==> src/rtl/imem_prog_loader.sv <==
// Framed byte-stream loader for instruction memory.
// Holds the CPU in reset while loading; releases it on a good checksum.
module imem_prog_loader #(
    parameter int unsigned        ADDR_W    = 8,
    parameter logic [7:0]         SYNC_BYTE = 8'hA5,
    parameter logic [ADDR_W-1:0]  BASE_ADDR = '0
) (
    input  logic              clk,
    input  logic              rst,
    input  logic              start,
    input  logic              in_valid,
    input  logic [7:0]        in_data,
    output logic              in_ready,
    output logic              imem_we,
    output logic [ADDR_W-1:0] imem_addr,
    output logic [7:0]        imem_wdata,
    output logic              cpu_hold,
    output logic              done,
    output logic              err,
    output logic [8:0]        byte_count
);

    typedef enum logic [2:0] {
        S_IDLE, S_SYNC, S_LEN, S_DATA, S_CSUM, S_DONE, S_ERR
    } state_t;

    state_t            r_state, w_state_nx;
    logic [8:0]        r_remain, w_remain_nx;
    logic [7:0]        r_sum, w_sum_nx;
    logic              r_we, w_we_nx;
    logic [ADDR_W-1:0] r_addr, w_addr_nx;
    logic [7:0]        r_wdata, w_wdata_nx;
    logic              r_hold, w_hold_nx;
    logic              r_done, w_done_nx;
    logic              r_err, w_err_nx;
    logic [8:0]        r_cnt, w_cnt_nx;
    logic              w_ready;
    logic              w_acc;

    // Ready depends only on the registered state
    assign w_ready = (r_state == S_SYNC) || (r_state == S_LEN) ||
                     (r_state == S_DATA) || (r_state == S_CSUM);
    assign w_acc   = in_valid && w_ready;

    always_comb begin
        w_state_nx  = r_state;
        w_remain_nx = r_remain;
        w_sum_nx    = r_sum;
        w_we_nx     = 1'b0;
        w_addr_nx   = r_addr;
        w_wdata_nx  = r_wdata;
        w_hold_nx   = r_hold;
        w_done_nx   = r_done;
        w_err_nx    = r_err;
        w_cnt_nx    = r_cnt;
        unique case (r_state)
            S_IDLE, S_DONE, S_ERR: begin
                if (start) begin
                    w_state_nx = S_SYNC;
                    w_hold_nx  = 1'b1;
                    w_done_nx  = 1'b0;
                    w_err_nx   = 1'b0;
                    w_cnt_nx   = '0;
                    w_sum_nx   = '0;
                end
            end
            S_SYNC: begin
                if (w_acc && in_data == SYNC_BYTE)
                    w_state_nx = S_LEN;
            end
            S_LEN: begin
                if (w_acc) begin
                    w_remain_nx = (in_data == 8'd0) ? 9'd256
                                                    : {1'b0, in_data};
                    w_state_nx  = S_DATA;
                end
            end
            S_DATA: begin
                if (w_acc) begin
                    w_we_nx     = 1'b1;
                    w_wdata_nx  = in_data;
                    w_addr_nx   = BASE_ADDR + ADDR_W'(r_cnt);
                    w_cnt_nx    = r_cnt + 9'd1;
                    w_remain_nx = r_remain - 9'd1;
                    w_sum_nx    = r_sum + in_data;
                    if (r_remain == 9'd1)
                        w_state_nx = S_CSUM;
                end
            end
            S_CSUM: begin
                if (w_acc) begin
                    if (in_data == r_sum) begin
                        w_state_nx = S_DONE;
                        w_done_nx  = 1'b1;
                        w_hold_nx  = 1'b0;
                    end else begin
                        w_state_nx = S_ERR;
                        w_err_nx   = 1'b1;
                    end
                end
            end
            default: w_state_nx = S_IDLE;
        endcase
    end

    always_ff @(posedge clk) begin
        if (rst) begin
            r_state  <= S_IDLE;
            r_remain <= '0;
            r_sum    <= '0;
            r_we     <= 1'b0;
            r_addr   <= BASE_ADDR;
            r_wdata  <= '0;
            r_hold   <= 1'b0;
            r_done   <= 1'b0;
            r_err    <= 1'b0;
            r_cnt    <= '0;
        end else begin
            r_state  <= w_state_nx;
            r_remain <= w_remain_nx;
            r_sum    <= w_sum_nx;
            r_we     <= w_we_nx;
            r_addr   <= w_addr_nx;
            r_wdata  <= w_wdata_nx;
            r_hold   <= w_hold_nx;
            r_done   <= w_done_nx;
            r_err    <= w_err_nx;
            r_cnt    <= w_cnt_nx;
        end
    end

    assign in_ready   = w_ready;
    assign imem_we    = r_we;
    assign imem_addr  = r_addr;
    assign imem_wdata = r_wdata;
    assign cpu_hold   = r_hold;
    assign done       = r_done;
    assign err        = r_err;
    assign byte_count = r_cnt;

endmodule
==> config.mk <==
export PLATFORM = sky130hd
export DESIGN_NAME = imem_prog_loader
export DESIGN_NICKNAME = d
export VERILOG_FILES = /design/src/rtl/imem_prog_loader.sv
export SDC_FILE = /design/constraint.sdc
export NUM_CORES = 1
export LEC_CHECK = 0
export CORE_ASPECT_RATIO = 0.8
export CORE_MARGIN = 5
export CORE_UTILIZATION = 35
export DETAILED_ROUTE_END_ITERATION = 6
export GPL_ROUTABILITY_DRIVEN = 0
export SLEW_MARGIN = 20
export SYNTH_ARGS = -nofsm -noshare
export SYNTH_HDL_FRONTEND = slang
export SYNTH_SLANG_ARGS = --single-unit
==> constraint.sdc <==
create_clock -name clk -period 3.38 [get_ports clk]
set_input_delay 0.507 -clock clk [delete_from_list [all_inputs] [get_ports clk]]
set_output_delay 0.507 -clock clk [all_outputs]
set_load 0.02 [all_outputs]
==> flow_summary.toml <==
[synth]
ys.flop_type = "dfxtp_1"
synth.net_count = 350
synthTopCellsByArea = "dfxtp_1 (38%), nand2_1 (7.5%), a21oi_1 (6.9%), ha_1 (4.8%), nor2_1 (4.0%)"
synth_enable_flop_cells = 0
yosys.area.top_type = "dfxtp_1"
ys_warn_count = 0
syn_avg_cell_area_um2 = 7.97
synth_top_area_share = 0.377
ys_seq_area_frac = 0.377
netlist_instances = 327
synth_area_mm2 = 0.00260
async_flop_share = 0
ys_types = 50
ys_ff_latch = 49

[cts]
clk_pin_slew_ns = 0.10
cts_max_level = 2
root_buffer = "clkbuf_8"
post_cts.repair.setup_buffers = 0
insertion_delay_ns = 0.31
tritoncts = "done"
cts_resized = 0
hold_buffers = 0
clockBufferDepth = 2
cts.sinks = 49
numCtsBuffers = 5

[critical_path]
r2r_slack_ns = 1.16
rr_endpoint = "r_state[1]"
critical_path_class = "reg -> out"
r2r_start = "r_state[2]"
crit_end = "in_ready"
startpoint_type = "register"
rr_worst_depth = 5
critPathMaxFanout = 18
cp.required_ns = 2.87
endpoint_kind = "output pin"
crit_path_start = "r_state[1]"
worstPathArrival_ns = 2.01

[placed_design]
place_inst = 441
pre_cts_ws_ns = 0.635
place.detailed.hpwl_mm = 4.86
numPortBuffers = 41

[detailed_routing]
wl_per_cell_um = 15.3
vias = 2433
wl_mm = 6.86
dr.pass1.iters = 4
drt_iter0_drc = 75
drc = 0
drtAntennaViolNets = 0
viasPerCell = 5.42

[timing]
skew_ns = 0.00688
worst-slew-pin-transition_ns = 0.585
tns_ns = 0
hold_viol = 0
rsz0062_at_grt = "no"
drv_slew = 0
maxSlewHeadroom = 0.606
final.min_clock_period_ns = 2.52
final-setup-viol-count = 0
timing.final.ws_setup_ns = 0.863
holdWs_ns = 0.459
post-route-period-util = 0.745
timing.fmax_mhz = 397

[die]
dieArea_mm2 = 0.00928
die_y_um = 87.2
initial_core_util = 0.356
ioPinCount = 42
core-area_mm2 = 0.00732
dieWidth_um = 106
fp-row-count = 28

[finish]
nFillCells = 739
syn_to_final_growth_pct = 20.9
drive_above_1_share = 0.0362
n_antenna_cell = 0
fin_nets = 381
fin_util = 0.430
final_cells = 449

[global_route]
grt_first_pass_wirelength_mm = 11.2
overflow = 0
grt_max_degree = 39
antenna_found_initial = 0
grtUsageTotal = 0.151
grt_pass1_vias = 2191

[power]
switchingPower_mw = 0.561
p_per_area_mw_per_mm2 = 481
swShare = 0.370
p_leak_nw = 1.12
pwr-share-seq = 0.446
irDropWorstVdd_v = 0.000316
p_comb_frac = 0.310
p_clk_frac = 0.244
internal-power_mw = 0.955

[job]
drv_cap = 0

[status]
status = "complete, no violations"

[worst_hold_path]
hold_path.class = "reg -> reg"
-- flip-flops by register name (all words and copies together) (netlist names) --
| signal | cells |
|---|---|
| r_sum | 8 |
| imem_we | 1 |
| imem_addr | 8 |
| imem_wdata | 8 |
| err | 1 |
| done | 1 |
| byte_count | 9 |
| r_state | 3 |
| cpu_hold | 1 |
| r_remain | 9 |
-- power by group through the flow --
stage               sequential (mW)  clock (mW)  combinational (mW)
finish                        0.676       0.370               0.470
global placement              0.685           0               0.466
detailed placement            0.688           0               0.466
CTS                           0.674       0.383               0.469
global route                  0.687       0.404               0.527
floorplan                     0.658           0               0.380
-- kinds of logic (layout without fill, tap and decap cells) --
| logic type | count (synthesis) | count (layout) | share of synthesized area |
|---|---|---|---|
| compound gates | 96 | 96 | 0.227 |
| simple gates | 127 | 127 | 0.239 |
| xor+xnor | 11 | 11 | 0.0370 |
| fa+ha+maj | 11 | 11 | 0.0557 |
| flops | 49 | 49 | 0.377 |
| mux | 4 | 4 | 0.0159 |
| buf+inv | 29 | 61 | 0.0490 |
-- worst min-delay path by stage --
stage	start	slack [ns]	to	depth (start not counted)
final	imem_addr[6]	0.46	imem_addr[6]	2
after global routing	imem_addr[6]	0.48	imem_addr[6]	2
after CTS	imem_addr[6]	0.46	imem_addr[6]	2
after detailed placement	imem_addr[5]	0.45	imem_addr[5]	2
after global placement	imem_addr[3]	0.44	imem_addr[3]	2
after floorplan	r_remain[1]	0.46	r_remain[1]	2
-- cell type report --
class | instances | area [µm²] | share of cell area
multi-input cells | 249 | 1500 | 0.475
flip-flops and latches | 49 | 981 | 0.311
repair buffers | 44 | 433 | 0.137
well taps | 90 | 113 | 0.0357
clock buffers | 5 | 68.8 | 0.0218
inverters | 9 | 33.8 | 0.0107
clock inverters | 3 | 25.0 | 0.00794
-- layer usage --
metal | wire (µm) | track usage | share of wire | vias up
met5 | 0 | 0 | 0 | -
met4 | 33 | 0.0360 | 0.0048 | 0
met3 | 359 | 0.0304 | 0.052 | 4
met2 | 2830 | 0.209 | 0.41 | 63
met1 | 3630 | 0.236 | 0.53 | 1130
li1 | - | - | - | 1236
-- critical path, cell delays in order (launching register included) --
cell and delay (ns):
dfxtp_1 0.66, nor2_1 0.22, xnor2_1 0.19, clkdlybuf4s50_1 0.63
-- placed cells by master (no fill, tap or decap), drive strengths merged, types with 3 or more instances in the layout --
master	count
nor3b	4
a31oi	4
o21ai	16
inv	11
o22ai	4
nor4	5
nor2	28
xor2	4
nor3	3
a21o	4
and3	4
ha	10
a211oi	7
clkdlybuf4s50	41
a21oi	36
xnor2	7
nand3	4
mux2i	3
nand2	52
a22oi	9
dfxtp	49
nand3b	5
buf	3
and3b	3
o211ai	6
clkbuf	5
nand4	4
or3	3
-- synth_stat cells, types with 2 or more instances --
master	instances
mux2i_1	3
inv_1	9
a31oi_1	4
xor2_1	4
nor2b_1	2
nand4_1	4
nand2_1	52
a22oi_1	9
a21o_1	4
nor2_1	28
or4_1	2
clkbuf_1	14
buf_2	3
nor4_1	5
and3b_1	3
ha_1	10
nand2b_1	2
xnor2_1	7
nand3_1	4
dfxtp_1	49
nand3b_1	5
nor3_1	3
o21ai_0	15
and3_1	4
nor4b_1	2
o22ai_1	4
nor3b_1	4
o211ai_1	6
buf_6	2
a21oi_1	36
or3_1	3
a211oi_1	7
-- metrics by stage --
step / power (mW) / instance area (µm²)
global placement: 1.15 / 3060
global route: 1.62 / 3150
floorplan: 1.04 / 2610
finish: 1.52 / 3150
detailed placement: 1.15 / 3060
CTS: 1.53 / 3150
Note: power is estimated with default switching activity, not from simulation.
